[config.mk]
export PLATFORM = sky130hd
export DESIGN_NAME = flow_controller
export DESIGN_NICKNAME = d
export VERILOG_FILES = /design/src/rtl/flow_controller.sv
export SDC_FILE = /design/constraint.sdc
export NUM_CORES = 1
export LEC_CHECK = 0
export CAP_MARGIN = 20
export CELL_PAD_IN_SITES_DETAIL_PLACEMENT = 1
export CELL_PAD_IN_SITES_GLOBAL_PLACEMENT = 1
export CORE_UTILIZATION = 50
export CTS_BUF_LIST = sky130_fd_sc_hd__clkbuf_8
export DETAILED_ROUTE_END_ITERATION = 8
export PLACE_DENSITY_LB_ADDON = 0.1
export SLEW_MARGIN = 5
export SYNTH_ARGS = -nofsm -noshare
export SYNTH_HDL_FRONTEND = slang
export SYNTH_SLANG_ARGS = --single-unit
[constraint.sdc]
create_clock -name clk -period 7.3 [get_ports clk]
set_input_delay 0.73 -clock clk [delete_from_list [all_inputs] [get_ports clk]]
set_output_delay 0.73 -clock clk [all_outputs]
set_load 0.005 [all_outputs]
[src/rtl/flow_controller.sv]
// Program-flow controller: drives instruction-register enable and instruction pointer from bus writes.
// Optional macro FLOW_SIGNED_CMP_EN makes JUMP_LARGER/JUMP_SMALLER compare operands as signed.
module flow_controller #(
  parameter int unsigned DATA_WIDTH  = 16,
  parameter int unsigned ADDR_WIDTH  = 16,
  parameter int unsigned STACK_DEPTH = 8,
  parameter int unsigned DEV_WIDTH   = 4,
  parameter logic [DEV_WIDTH-1:0]  DEVICE_ID    = DEV_WIDTH'(1),
  parameter logic [ADDR_WIDTH-1:0] RESET_VECTOR = '0
) (
  input  logic                          clk,
  input  logic                          rst_n,
  input  logic [DEV_WIDTH-1:0]          i_device,
  input  logic [DATA_WIDTH-1:0]         i_address,
  input  logic [DATA_WIDTH-1:0]         i_data,
  input  logic                          i_wr,
  input  logic                          i_step,
  output logic [1:0]                    o_ir_reg_en,
  output logic [ADDR_WIDTH-1:0]         o_irp,
  output logic                          o_busy,
  output logic                          o_halted,
  output logic                          o_stack_err,
  output logic [$clog2(STACK_DEPTH):0]  o_depth
);

  localparam int unsigned PTR_W   = $clog2(STACK_DEPTH);
  localparam int unsigned DEPTH_W = PTR_W + 1;

  localparam logic [3:0] P_OPA      = 4'd0;
  localparam logic [3:0] P_OPB      = 4'd1;
  localparam logic [3:0] P_TARGET   = 4'd2;
  localparam logic [3:0] P_JUMP     = 4'd3;
  localparam logic [3:0] P_LARGER   = 4'd4;
  localparam logic [3:0] P_SMALLER  = 4'd5;
  localparam logic [3:0] P_EQUAL    = 4'd6;
  localparam logic [3:0] P_UNEQUAL  = 4'd7;
  localparam logic [3:0] P_WAIT     = 4'd8;
  localparam logic [3:0] P_STOP     = 4'd9;
  localparam logic [3:0] P_CALL     = 4'd10;
  localparam logic [3:0] P_RETURN   = 4'd11;

  typedef enum logic [1:0] {ST_RST, ST_RUN, ST_WAIT, ST_HALT} state_t;

  state_t                 state;
  logic [DATA_WIDTH-1:0]  opa, opb, wait_cnt;
  logic [ADDR_WIDTH-1:0]  target;
  logic [ADDR_WIDTH-1:0]  stack [STACK_DEPTH];

  logic [3:0]             port;
  logic                   wr_hit;
  logic [ADDR_WIDTH-1:0]  target_in, irp_inc, stack_top;
  logic [PTR_W-1:0]       top_idx;
  logic                   larger, smaller, taken, full, empty, push;

  assign port      = i_address[3:0];
  assign wr_hit    = i_wr && (i_device == DEVICE_ID) && (i_address < DATA_WIDTH'(12));
  assign target_in = ADDR_WIDTH'(i_data);
  assign irp_inc   = o_irp + ADDR_WIDTH'(1);

`ifdef FLOW_SIGNED_CMP_EN
  assign larger  = $signed(opa) > $signed(opb);
  assign smaller = $signed(opa) < $signed(opb);
`else
  assign larger  = opa > opb;
  assign smaller = opa < opb;
`endif

  always_comb begin
    taken = 1'b0;
    case (port)
      P_JUMP:    taken = 1'b1;
      P_LARGER:  taken = larger;
      P_SMALLER: taken = smaller;
      P_EQUAL:   taken = (opa == opb);
      P_UNEQUAL: taken = (opa != opb);
      default:   taken = 1'b0;
    endcase
  end

  // Full depth has zero low bits, so low-bits-minus-one still lands on the top entry.
  assign full      = (o_depth == DEPTH_W'(STACK_DEPTH));
  assign empty     = (o_depth == '0);
  assign top_idx   = o_depth[PTR_W-1:0] - PTR_W'(1);
  assign stack_top = stack[top_idx];
  assign push      = rst_n && (state == ST_RUN) && wr_hit && (port == P_CALL) && !full;

  always_ff @(posedge clk) begin
    if (push)
      stack[o_depth[PTR_W-1:0]] <= irp_inc;
  end

  always_ff @(posedge clk) begin
    if (!rst_n) begin
      state       <= ST_RST;
      o_ir_reg_en <= 2'b01;
      o_irp       <= RESET_VECTOR;
      o_busy      <= 1'b0;
      o_halted    <= 1'b0;
      o_stack_err <= 1'b0;
      o_depth     <= '0;
      opa         <= '0;
      opb         <= '0;
      target      <= '0;
      wait_cnt    <= '0;
    end else begin
      case (state)
        ST_RST: begin
          if (wr_hit) begin
            case (port)
              P_OPA:    opa    <= i_data;
              P_OPB:    opb    <= i_data;
              P_TARGET: target <= target_in;
              P_JUMP: begin
                o_irp       <= target;
                state       <= ST_RUN;
                o_ir_reg_en <= 2'b10;
              end
              default: ;
            endcase
          end
        end
        ST_RUN: begin
          if (wr_hit) begin
            case (port)
              // Operand/target writes are not control writes, so a step in the same cycle still applies.
              P_OPA, P_OPB, P_TARGET: begin
                if (port == P_OPA) opa <= i_data;
                if (port == P_OPB) opb <= i_data;
                if (port == P_TARGET) target <= target_in;
                if (i_step) o_irp <= irp_inc;
              end
              P_JUMP, P_LARGER, P_SMALLER, P_EQUAL, P_UNEQUAL: begin
                if (taken) o_irp <= target;
              end
              P_WAIT: begin
                if (i_data != '0) begin
                  wait_cnt    <= i_data;
                  state       <= ST_WAIT;
                  o_ir_reg_en <= 2'b00;
                  o_busy      <= 1'b1;
                end
              end
              P_STOP: begin
                state       <= ST_HALT;
                o_ir_reg_en <= 2'b00;
                o_halted    <= 1'b1;
              end
              P_CALL: begin
                if (!full) begin
                  o_irp   <= target;
                  o_depth <= o_depth + DEPTH_W'(1);
                end else begin
                  o_stack_err <= 1'b1;
                end
              end
              P_RETURN: begin
                if (!empty) begin
                  o_irp   <= stack_top;
                  o_depth <= o_depth - DEPTH_W'(1);
                end else begin
                  o_stack_err <= 1'b1;
                end
              end
              default: ;
            endcase
          end else if (i_step) begin
            o_irp <= irp_inc;
          end
        end
        ST_WAIT: begin
          wait_cnt <= wait_cnt - DATA_WIDTH'(1);
          if (wait_cnt == DATA_WIDTH'(1)) begin
            state       <= ST_RUN;
            o_ir_reg_en <= 2'b10;
            o_busy      <= 1'b0;
          end
        end
        ST_HALT: ;
        default: state <= ST_RST;
      endcase
    end
  end

endmodule

==> results of run 1 <==
-- logic make-up after synthesis --
| logic type | share of synthesized area (%) |
|---|---|
| and+or+nand+nor | 14.4 |
| DFF | 55.8 |
| AOI/OAI and AO/OA | 12.5 |
| buffers and inverters | 3.18 |
| muxes | 8.98 |
| xor gates and xnor gates | 2.16 |
| adders and majority gates | 3.03 |
-- flip-flops by register name (all words and copies together), names as in the netlist --
| register | count |
|---|---|
| opb | 16 |
| o_ir_reg_en | 2 |
| wait_cnt | 16 |
| o_halted | 1 |
| opa | 16 |
| stack | 128 |
| o_busy | 1 |
| state | 2 |
| o_stack_err | 1 |
| o_depth | 4 |
| target | 16 |
| o_irp | 16 |
-- worst register-to-register path, stage by stage (launching register included) --
cell and delay (ns):
sky130_fd_sc_hd__dfxtp_1 0.46, sky130_fd_sc_hd__ha_1 0.25, sky130_fd_sc_hd__and3_1 0.26, sky130_fd_sc_hd__and3_1 0.37, sky130_fd_sc_hd__and3_1 0.26, sky130_fd_sc_hd__and3_1 0.27, sky130_fd_sc_hd__and3_1 0.27, sky130_fd_sc_hd__nand3_1 0.12
sky130_fd_sc_hd__xnor2_1 0.65
-- through the flow --
stage / total power, mW / utilization, % / worst slack (ns)
6_report: 2.44 / 60.1 / 3.89
5_1_grt: 2.52 / 60.1 / 3.67
4_1_cts: 2.47 / 60.0 / 3.92
3_5_place_dp: 1.38 / 56.3 / 3.38
3_3_place_gp: 1.38 / 56.3 / 3.50
2_1_floorplan: 1.34 / - / 3.78
-- metal layers --
metal	up-vias	track usage (%)
met5	-	0
met4	0	13.0
met3	67	4.04
met2	192	53.5
met1	3780	33.4
li1	3490	-
-- area by class of cell --
class	count	area [um2]
well taps	265	332
clock inverters	23	129
clock buffers	44	606
inverters	32	120
flip-flops and latches	219	5670
fillers	2095	7840
multi-input cells	612	4180
repair buffers	82	783
-- cell usage in the layout, fill, tap and decap left out, drive strengths merged, types with 5 or more instances in the layout --
cell type and n:
nor2 62, and3 9, nand2b 6, edfxtp 128
ha 23, mux2i 18, or2 5, o22ai 5
a21oi 95, inv 43, nor4 12, xnor2 13
nor2b 12, or3 6, nor3 17, a211oi 11
nand2 154, nand3 16, xor2 12, nand4 5
a31oi 10, o21ai 29, mux4 32, a22oi 7
buf 18, o221a 6, clkdlybuf4s50 64, a21o 9
clkbuf 44, dfxtp 91, clkinv 10
-- synthesized netlist by cell type, types with 5 or more instances --
| cell | number |
|---|---|
| sky130_fd_sc_hd__a22oi_1 | 7 |
| sky130_fd_sc_hd__nand2_1 | 152 |
| sky130_fd_sc_hd__a211oi_2 | 6 |
| sky130_fd_sc_hd__a31oi_1 | 10 |
| sky130_fd_sc_hd__o22ai_1 | 5 |
| sky130_fd_sc_hd__nand2b_1 | 6 |
| sky130_fd_sc_hd__edfxtp_1 | 128 |
| sky130_fd_sc_hd__nand3_1 | 16 |
| sky130_fd_sc_hd__or3_1 | 6 |
| sky130_fd_sc_hd__or2_2 | 5 |
| sky130_fd_sc_hd__nor2_1 | 62 |
| sky130_fd_sc_hd__o21ai_0 | 28 |
| sky130_fd_sc_hd__clkbuf_1 | 36 |
| sky130_fd_sc_hd__nor3_1 | 13 |
| sky130_fd_sc_hd__nor2b_1 | 12 |
| sky130_fd_sc_hd__nor4_1 | 11 |
| sky130_fd_sc_hd__ha_1 | 23 |
| sky130_fd_sc_hd__a21oi_1 | 95 |
| sky130_fd_sc_hd__nand4_1 | 5 |
| sky130_fd_sc_hd__xnor2_1 | 13 |
| sky130_fd_sc_hd__buf_2 | 9 |
| sky130_fd_sc_hd__inv_1 | 32 |
| sky130_fd_sc_hd__and3_1 | 9 |
| sky130_fd_sc_hd__dfxtp_1 | 91 |
| sky130_fd_sc_hd__xor2_1 | 12 |
| sky130_fd_sc_hd__mux2i_1 | 18 |
| sky130_fd_sc_hd__mux4_2 | 32 |
| sky130_fd_sc_hd__o221a_2 | 6 |
| sky130_fd_sc_hd__a21o_1 | 9 |
-- path summary, 6_finish.rpt --
check               startpoint            to  slack [ns]
setup / recovery  i_address[3]  stack[3][12]        3.89
hold / removal          opa[7]        opa[7]        0.46
setup reg to reg      o_irp[0]  stack[0][14]        4.10
hold reg to reg         opa[7]        opa[7]        0.46
-- power breakdown --
| group | internal, mW | total (mW) | leakage [nW] | switching (mW) |
|---|---|---|---|---|
| registers | 1.29 | 1.29 | 1.90 | 0.000000310 |
| clock network | 0.587 | 1.09 | 0.415 | 0.502 |
| logic | 0.0255 | 0.0630 | 1.75 | 0.0375 |
==> results_tabular.tex, run 1 <==
\begin{tabular}{lr}
\hline
Metric & Value \\
\hline
\multicolumn{2}{l}{\textbf{Drt}} \\
Final wirelength & approximately 29000 um \\
WL met1 & 11800 um \\
Met3 wire len & 923 um \\
Via count & approximately 7500 \\
Highest metal layer with signal wires & met4 \\
Detailed route wirelength on metal2 & 15000 um \\
Pre-Repair DR Iteration Count & 5 \\
Post-DR wirelength/cell & 22.6 um \\
Detailed-route vias per instance & 5.90 \\
Drc violations & 0 \\
Number of DRC markers after the initial detailed-route iteration & 406 \\
Number of nets with antenna violations after detailed routing & 0 \\
\multicolumn{2}{l}{\textbf{Pwr}} \\
Power density normalized to cell area & 207 nW/um2 \\
Leakage power figure & 4.06 nW \\
Peak ir drop on the vdd network & roughly 0.18 mV \\
\multicolumn{2}{l}{\textbf{Critical path}} \\
Element type at the critical path start & input port \\
Count of cell instances traversed by the critical path & 10 \\
Data required time at the worst endpoint & 7.50 ns \\
Critical path's top delay family & simple AND/OR/NAND/NOR gates \\
Buf+Inv Stages, Crit Path & 2 \\
Crit Path Class & input port to flop \\
Worst reg2reg path depth & 8 \\
Arrival time of the worst setup path & 3.62 ns \\
Slowest CP cell & sky130\_fd\_sc\_hd\_\_clkdlybuf4s50\_1 \\
Critical-path maximum fanout & 16 \\
Sequence of cells on the critical path & clkdlybuf4s50\_1 -> nand2\_1 -> nand4b\_2 -> or3\_1 -> nor3\_2 -> nand2\_1 -> a2111oi\_4 -> nand2\_2 -> nor2\_1 -> buf\_4 \\
Slowest cell delay on critical path & 0.64 ns \\
Capturing element type of the critical path & flop \\
Most prevalent standard cell on the critical path & sky130\_fd\_sc\_hd\_\_nand2\_1 \\
\multicolumn{2}{l}{\textbf{Logic synthesis}} \\
Sequential-to-total area share from yosys stat & 55.8\% \\
Proportion of netlist area held by the largest area contributor & 37.9\% \\
Top cells by area, synth & sky130\_fd\_sc\_hd\_\_edfxtp\_1 (38\%), sky130\_fd\_sc\_hd\_\_dfxtp\_1 (18\%), sky130\_fd\_sc\_hd\_\_mux4\_2 (7.1\%) \\
Unique masters post-synth & 62 \\
Avg Synthesized Cell Area & 11.2 um2 \\
Post-synthesis net count & 974 \\
Warning count from the yosys run & 0 \\
Register bit total from synthesis & 219 \\
Number of cells produced by synthesis & 910 \\
Async set-or-reset flop fraction in the synthesized netlist & 0\% \\
Post-synthesis instance area & 10200 um2 \\
Main flop type after synthesis & sky130\_fd\_sc\_hd\_\_edfxtp\_1 \\
Post-synthesis cell type with the largest combined area & sky130\_fd\_sc\_hd\_\_edfxtp\_1 \\
EDFF count, synth & 128 \\
\multicolumn{2}{l}{\textbf{STA}} \\
Setup repair after global routing missed its margin & no \\
Slew @ Worst Pin & 1.05 ns \\
Number of hold violations in the final report & 0 \\
Time the worst path needs with I/O delays and setup & $\sim$3.4 ns \\
Worst clock skew & 0.0229 ns \\
Period utilisation layout & 46.7\% \\
Max\_slew headroom & 29.6\% \\
Total count of max-transition violations in the final report & 0 \\
Max Fclk & 0.293 GHz \\
Setup TNS after final layout & 0 ns \\
Final setup violation count & 0 \\
Final-layout worst hold slack & 0.458 ns \\
\multicolumn{2}{l}{\textbf{Clock network}} \\
Resize count post-CTS & 0 \\
Count of hold-fix buffers inserted at cts & 0 \\
Clock tree root buffer cell & sky130\_fd\_sc\_hd\_\_clkbuf\_8 \\
Clock tree from TritonCTS & done \\
Insertion delay to the later sink of the worst-skew pair & 0.53 ns \\
Total clock sinks & 219 \\
Number of levels in the clock H-tree & 2 \\
Number of post-CTS setup repair buffers & 0 \\
Reg clk slew, reported paths & 0.06 ns \\
Worst-case clock buffer depth & 3 \\
TritonCTS buffer count & 38 \\
\multicolumn{2}{l}{\textbf{Outcome}} \\
Result of the run & finished clean \\
\multicolumn{2}{l}{\textbf{Floorplanning}} \\
Die height & 145 um \\
Die Span X & around 140 um \\
Number of top-level pins & 65 \\
Core Rows & 51 \\
Area of the placeable core & 19700 um2 \\
Die Footprint & 20900 um2 \\
Effective utilization at floorplan & 51.7\% \\
\multicolumn{2}{l}{\textbf{Global routing}} \\
Overall overflow remaining after global route & 0 \\
Initial antenna violation count & 0 \\
Via count of the first global-routing pass & approximately 8200 \\
Global-route total usage across every layer & 29.1\% \\
Largest net degree at the start of global routing & 76 \\
Wire length of the first global-routing pass & 45000 um \\
\multicolumn{2}{l}{\textbf{Layout}} \\
Post-synthesis to final-layout area growth & 16.3\% \\
Fraction of layout cells with a size suffix above 1 & 13.5\% \\
Final instance area & 11800 um2 \\
Count of placed standard cells in the final layout, fillers left out & 1277 \\
Fin nets & approximately 1000 \\
Antenna diode instance count & 0 \\
\multicolumn{2}{l}{\textbf{Place}} \\
Area after detailed placement & 11100 um2 \\
Routability cong. & about 0.85 \\
Dpl cells & 1209 \\
Post-detail-place hpwl & just over 20000 um \\
Port bufs & 64 \\
\multicolumn{2}{l}{\textbf{Hold path}} \\
Worst min-delay path category & flop to flop \\
Cells on Worst Hold Path & 2 \\
\multicolumn{2}{l}{\textbf{Job}} \\
Max\_cap viols & 0 \\
\hline
\end{tabular}
Note: power is estimated with default switching activity, not from simulation.
==> run 2: changes to the inputs <==
--- a/config.mk
+++ b/config.mk
@@ -8,7 +8,7 @@
 export CAP_MARGIN = 20
 export CELL_PAD_IN_SITES_DETAIL_PLACEMENT = 1
 export CELL_PAD_IN_SITES_GLOBAL_PLACEMENT = 1
-export CORE_UTILIZATION = 50
+export CORE_UTILIZATION = 49
 export CTS_BUF_LIST = sky130_fd_sc_hd__clkbuf_8
 export DETAILED_ROUTE_END_ITERATION = 8
 export PLACE_DENSITY_LB_ADDON = 0.1
==> constraint.sdc (replaced) <==
create_clock -name clk -period 3.3 [get_ports clk]
set_input_delay 0.33 -clock clk [delete_from_list [all_inputs] [get_ports clk]]
set_output_delay 0.33 -clock clk [all_outputs]
set_load 0.005 [all_outputs]
==> results_tabular.tex, run 2 (synthesis results as in run 1) <==
\begin{tabular}{lr}
\hline
Metric & Value \\
\hline
\multicolumn{2}{l}{\textbf{Clock network}} \\
Number of levels in the clock H-tree & 2 (unchanged) \\
Clock tree root buffer cell & sky130\_fd\_sc\_hd\_\_clkbuf\_8 \\
Clock tree from TritonCTS & done \\
Worst-case clock buffer depth & 3 (unchanged) \\
Number of post-CTS setup repair buffers & 0 (unchanged) \\
Total clock sinks & 219 (unchanged) \\
TritonCTS buffer count & 38 (unchanged) \\
Count of hold-fix buffers inserted at cts & 0 (unchanged) \\
Insertion delay to the later sink of the worst-skew pair & 0.56 ns (+0.03 ns) \\
Reg clk slew, reported paths & 0.06 ns (about the same) \\
Resize count post-CTS & 0 (unchanged) \\
\multicolumn{2}{l}{\textbf{Floorplanning}} \\
Area of the placeable core & 20300 um2 (+3.3\%) \\
Die height & 146 um (+1.0\%) \\
Number of top-level pins & 65 (unchanged) \\
Die Footprint & 21300 um2 (+2.0\%) \\
Die Span X & 146 um (+1.0\%) \\
Core Rows & 52 (+2.0\%) \\
Effective utilization at floorplan & 50.0\% (-1.6 points) \\
\multicolumn{2}{l}{\textbf{STA}} \\
Time the worst path needs with I/O delays and setup & 3.04 ns \\
Final setup violation count & 0 (unchanged) \\
Total count of max-transition violations in the final report & 0 (unchanged) \\
Setup repair after global routing missed its margin & no \\
Worst clock skew & 0.0262 ns (+0.00330 ns) \\
Number of hold violations in the final report & 0 (unchanged) \\
Setup TNS after final layout & 0 ns (unchanged) \\
Max\_slew headroom & 36.6\% (+7.0 points) \\
Slew @ Worst Pin & 0.948 ns (-0.105 ns) \\
Final-layout worst hold slack & 0.456 ns (-0.00177 ns) \\
Period utilisation layout & between 90\% and 100\% \\
Max Fclk & 0.329 GHz \\
\multicolumn{2}{l}{\textbf{Layout}} \\
Post-synthesis to final-layout area growth & 19.8\% \\
Area of combinational cells with multiple inputs & 4180 um2 (unchanged) \\
Fill count & 2177 (+3.9\%) \\
Fraction of layout cells with a size suffix above 1 & 16.7\% (+3.2 points) \\
Leading cell type in the layout, fill and taps excluded & sky130\_fd\_sc\_hd\_\_nand2\_1 \\
Most frequent cells in the layout & sky130\_fd\_sc\_hd\_\_nand2\_1 (152), sky130\_fd\_sc\_hd\_\_edfxtp\_1 (128), sky130\_fd\_sc\_hd\_\_a21oi\_1 (95), sky130\_fd\_sc\_hd\_\_dfxtp\_1 (90), sky130\_fd\_sc\_hd\_\_clkdlybuf4s50\_1 (64) \\
Footprint of the flip-flops and latches & 5670 um2 (unchanged) \\
Count of placed standard cells in the final layout, fillers left out & 1321 (+3.4\%) \\
Number of flip-flops in the largest register & 128 (unchanged) \\
Fin nets & 1089 (+3.8\%) \\
Antenna diode instance count & 0 (unchanged) \\
\multicolumn{2}{l}{\textbf{Pwr}} \\
Sw frac & 23.1\% (+1.0 points) \\
Int Pwr & 4.14 mW (+120\%) \\
Peak ir drop on the vdd network & 0.422 mV (+130\%) \\
Part of the total power dissipated in combinational logic & 3.0\% (+0.4 points) \\
Register share of total power & 53.1\% (+0.2 points) \\
Final Power & 5.38 mW (+120\%) \\
Power density normalized to cell area & 443 nW/um2 (+110\%) \\
Leakage power figure & 4.32 nW (+6.3\%) \\
Clock power share & 43.9\% (-0.6 points) \\
Net Sw Power & 1.24 mW (+130\%) \\
\multicolumn{2}{l}{\textbf{Hold path}} \\
Worst min-delay path category & flop to flop \\
Launch point of the worst hold path & opb[7] \\
\multicolumn{2}{l}{\textbf{Global routing}} \\
Via count of the first global-routing pass & 8427 (+3.2\%) \\
Wire length of the first global-routing pass & 47100 um (+4.6\%) \\
Largest net degree at the start of global routing & 75 (-1.3\%) \\
Initial antenna violation count & 0 (unchanged) \\
Global-route total usage across every layer & 28.9\% (-0.18 points) \\
Overall overflow remaining after global route & 0 (unchanged) \\
\multicolumn{2}{l}{\textbf{Place}} \\
Dpl cells & 1254 (+3.7\%) \\
Post-detail-place hpwl & 21300 um (+4.7\%) \\
Routability cong. & 0.822 (-3.8\%) \\
Port bufs & 64 (unchanged) \\
\multicolumn{2}{l}{\textbf{Drt}} \\
Number of nets with antenna violations after detailed routing & 0 (unchanged) \\
Via count & 7766 (+3.1\%) \\
Number of DRC markers after the initial detailed-route iteration & 470 (+16\%) \\
Detailed-route vias per instance & 5.88 (-0.29\%) \\
Pre-Repair DR Iteration Count & 5 (unchanged) \\
Final wirelength & 30000 um (+3.8\%) \\
Drc violations & 0 (unchanged) \\
Post-DR wirelength/cell & 22.7 um (+0.31\%) \\
\multicolumn{2}{l}{\textbf{Critical path}} \\
Data required time at the worst endpoint & 3.55 ns (-3.95 ns) \\
Minimum setup slack among reg-to-reg paths & 0.49 ns (-3.61 ns) \\
Capturing element type of the critical path & flop \\
Element type at the critical path start & input port \\
Crit Path Class & input port to flop \\
Worst reg2reg path depth & 11 (+3) \\
Arrival time of the worst setup path & 3.28 ns (-0.34 ns) \\
Endpoint of the lowest-slack register-to-register path & o\_irp[6] \\
Beginning of the critical path & i\_address[10] \\
FF-to-FF Start & opb[15] \\
Critical-path maximum fanout & 8 (-8) \\
End point of the critical path & stack[7][13] \\
\multicolumn{2}{l}{\textbf{Outcome}} \\
Result of the run & finished clean \\
\multicolumn{2}{l}{\textbf{Job}} \\
Max\_cap viols & 0 (unchanged) \\
\hline
\end{tabular}
==> run 2: cell type report <==
type | instances | share of cell area, %
flip-flops and latches | 219 | 46.6
inverters | 32 | 0.988
repair buffers | 122 | 9.42
clock inverters | 23 | 1.02
well taps | 270 | 2.78
clock buffers | 43 | 4.87
multi-input cells | 612 | 34.3
==> run 2: power groups by stage <==
stage                     Clock [mW]  Sequential (mW)  Combinational (mW)
final                           2.36             2.86               0.160
after global routing            2.52             2.86               0.169
after CTS                       2.41             2.86               0.159
after detailed placement           0             2.92               0.157
after global placement             0             2.92               0.153
after floorplan                    0             2.92              0.0496
==> run 2: through the flow <==
step	area, um2	setup WS (ns)	utilization (%)
global route	12200	0.00981	59.9
CTS	12100	0.303	59.8
finish	12200	0.264	59.9
global placement	11400	0.0208	56.3
detailed placement	11400	-0.262	56.3
floorplan	10200	0.183	-
==> run 2: worst max-delay path, stage by stage <==
cell and delay, ns:
sky130_fd_sc_hd__clkdlybuf4s50_1 0.40, sky130_fd_sc_hd__nor4_1 0.47, sky130_fd_sc_hd__nand2_1 0.19, sky130_fd_sc_hd__or3_1 0.42
sky130_fd_sc_hd__nor3_2 0.19, sky130_fd_sc_hd__nand2_1 0.14, sky130_fd_sc_hd__a2111oi_4 0.48, sky130_fd_sc_hd__nand2_2 0.18
sky130_fd_sc_hd__nor2_1 0.24, sky130_fd_sc_hd__buf_4 0.23
==> run 2: worst min path at each step <==
stage | endpoint | slack [ns] | cells after the start
after floorplan | opa[0] | 0.43 | 2
after global placement | opb[2] | 0.44 | 2
after detailed placement | opb[7] | 0.45 | 2
after CTS | opb[7] | 0.46 | 2
after global routing | opb[6] | 0.48 | 2
final | opb[7] | 0.46 | 2
==> run 2: per-layer routing <==
metal  track usage [%]  up-vias  wire length [um]
li1                  -     3556                 -
met1              33.2     3935             12000
met2              54.6      214             16100
met3              4.14       61              1060
met4              9.74        0               819
met5                 0        -                 0
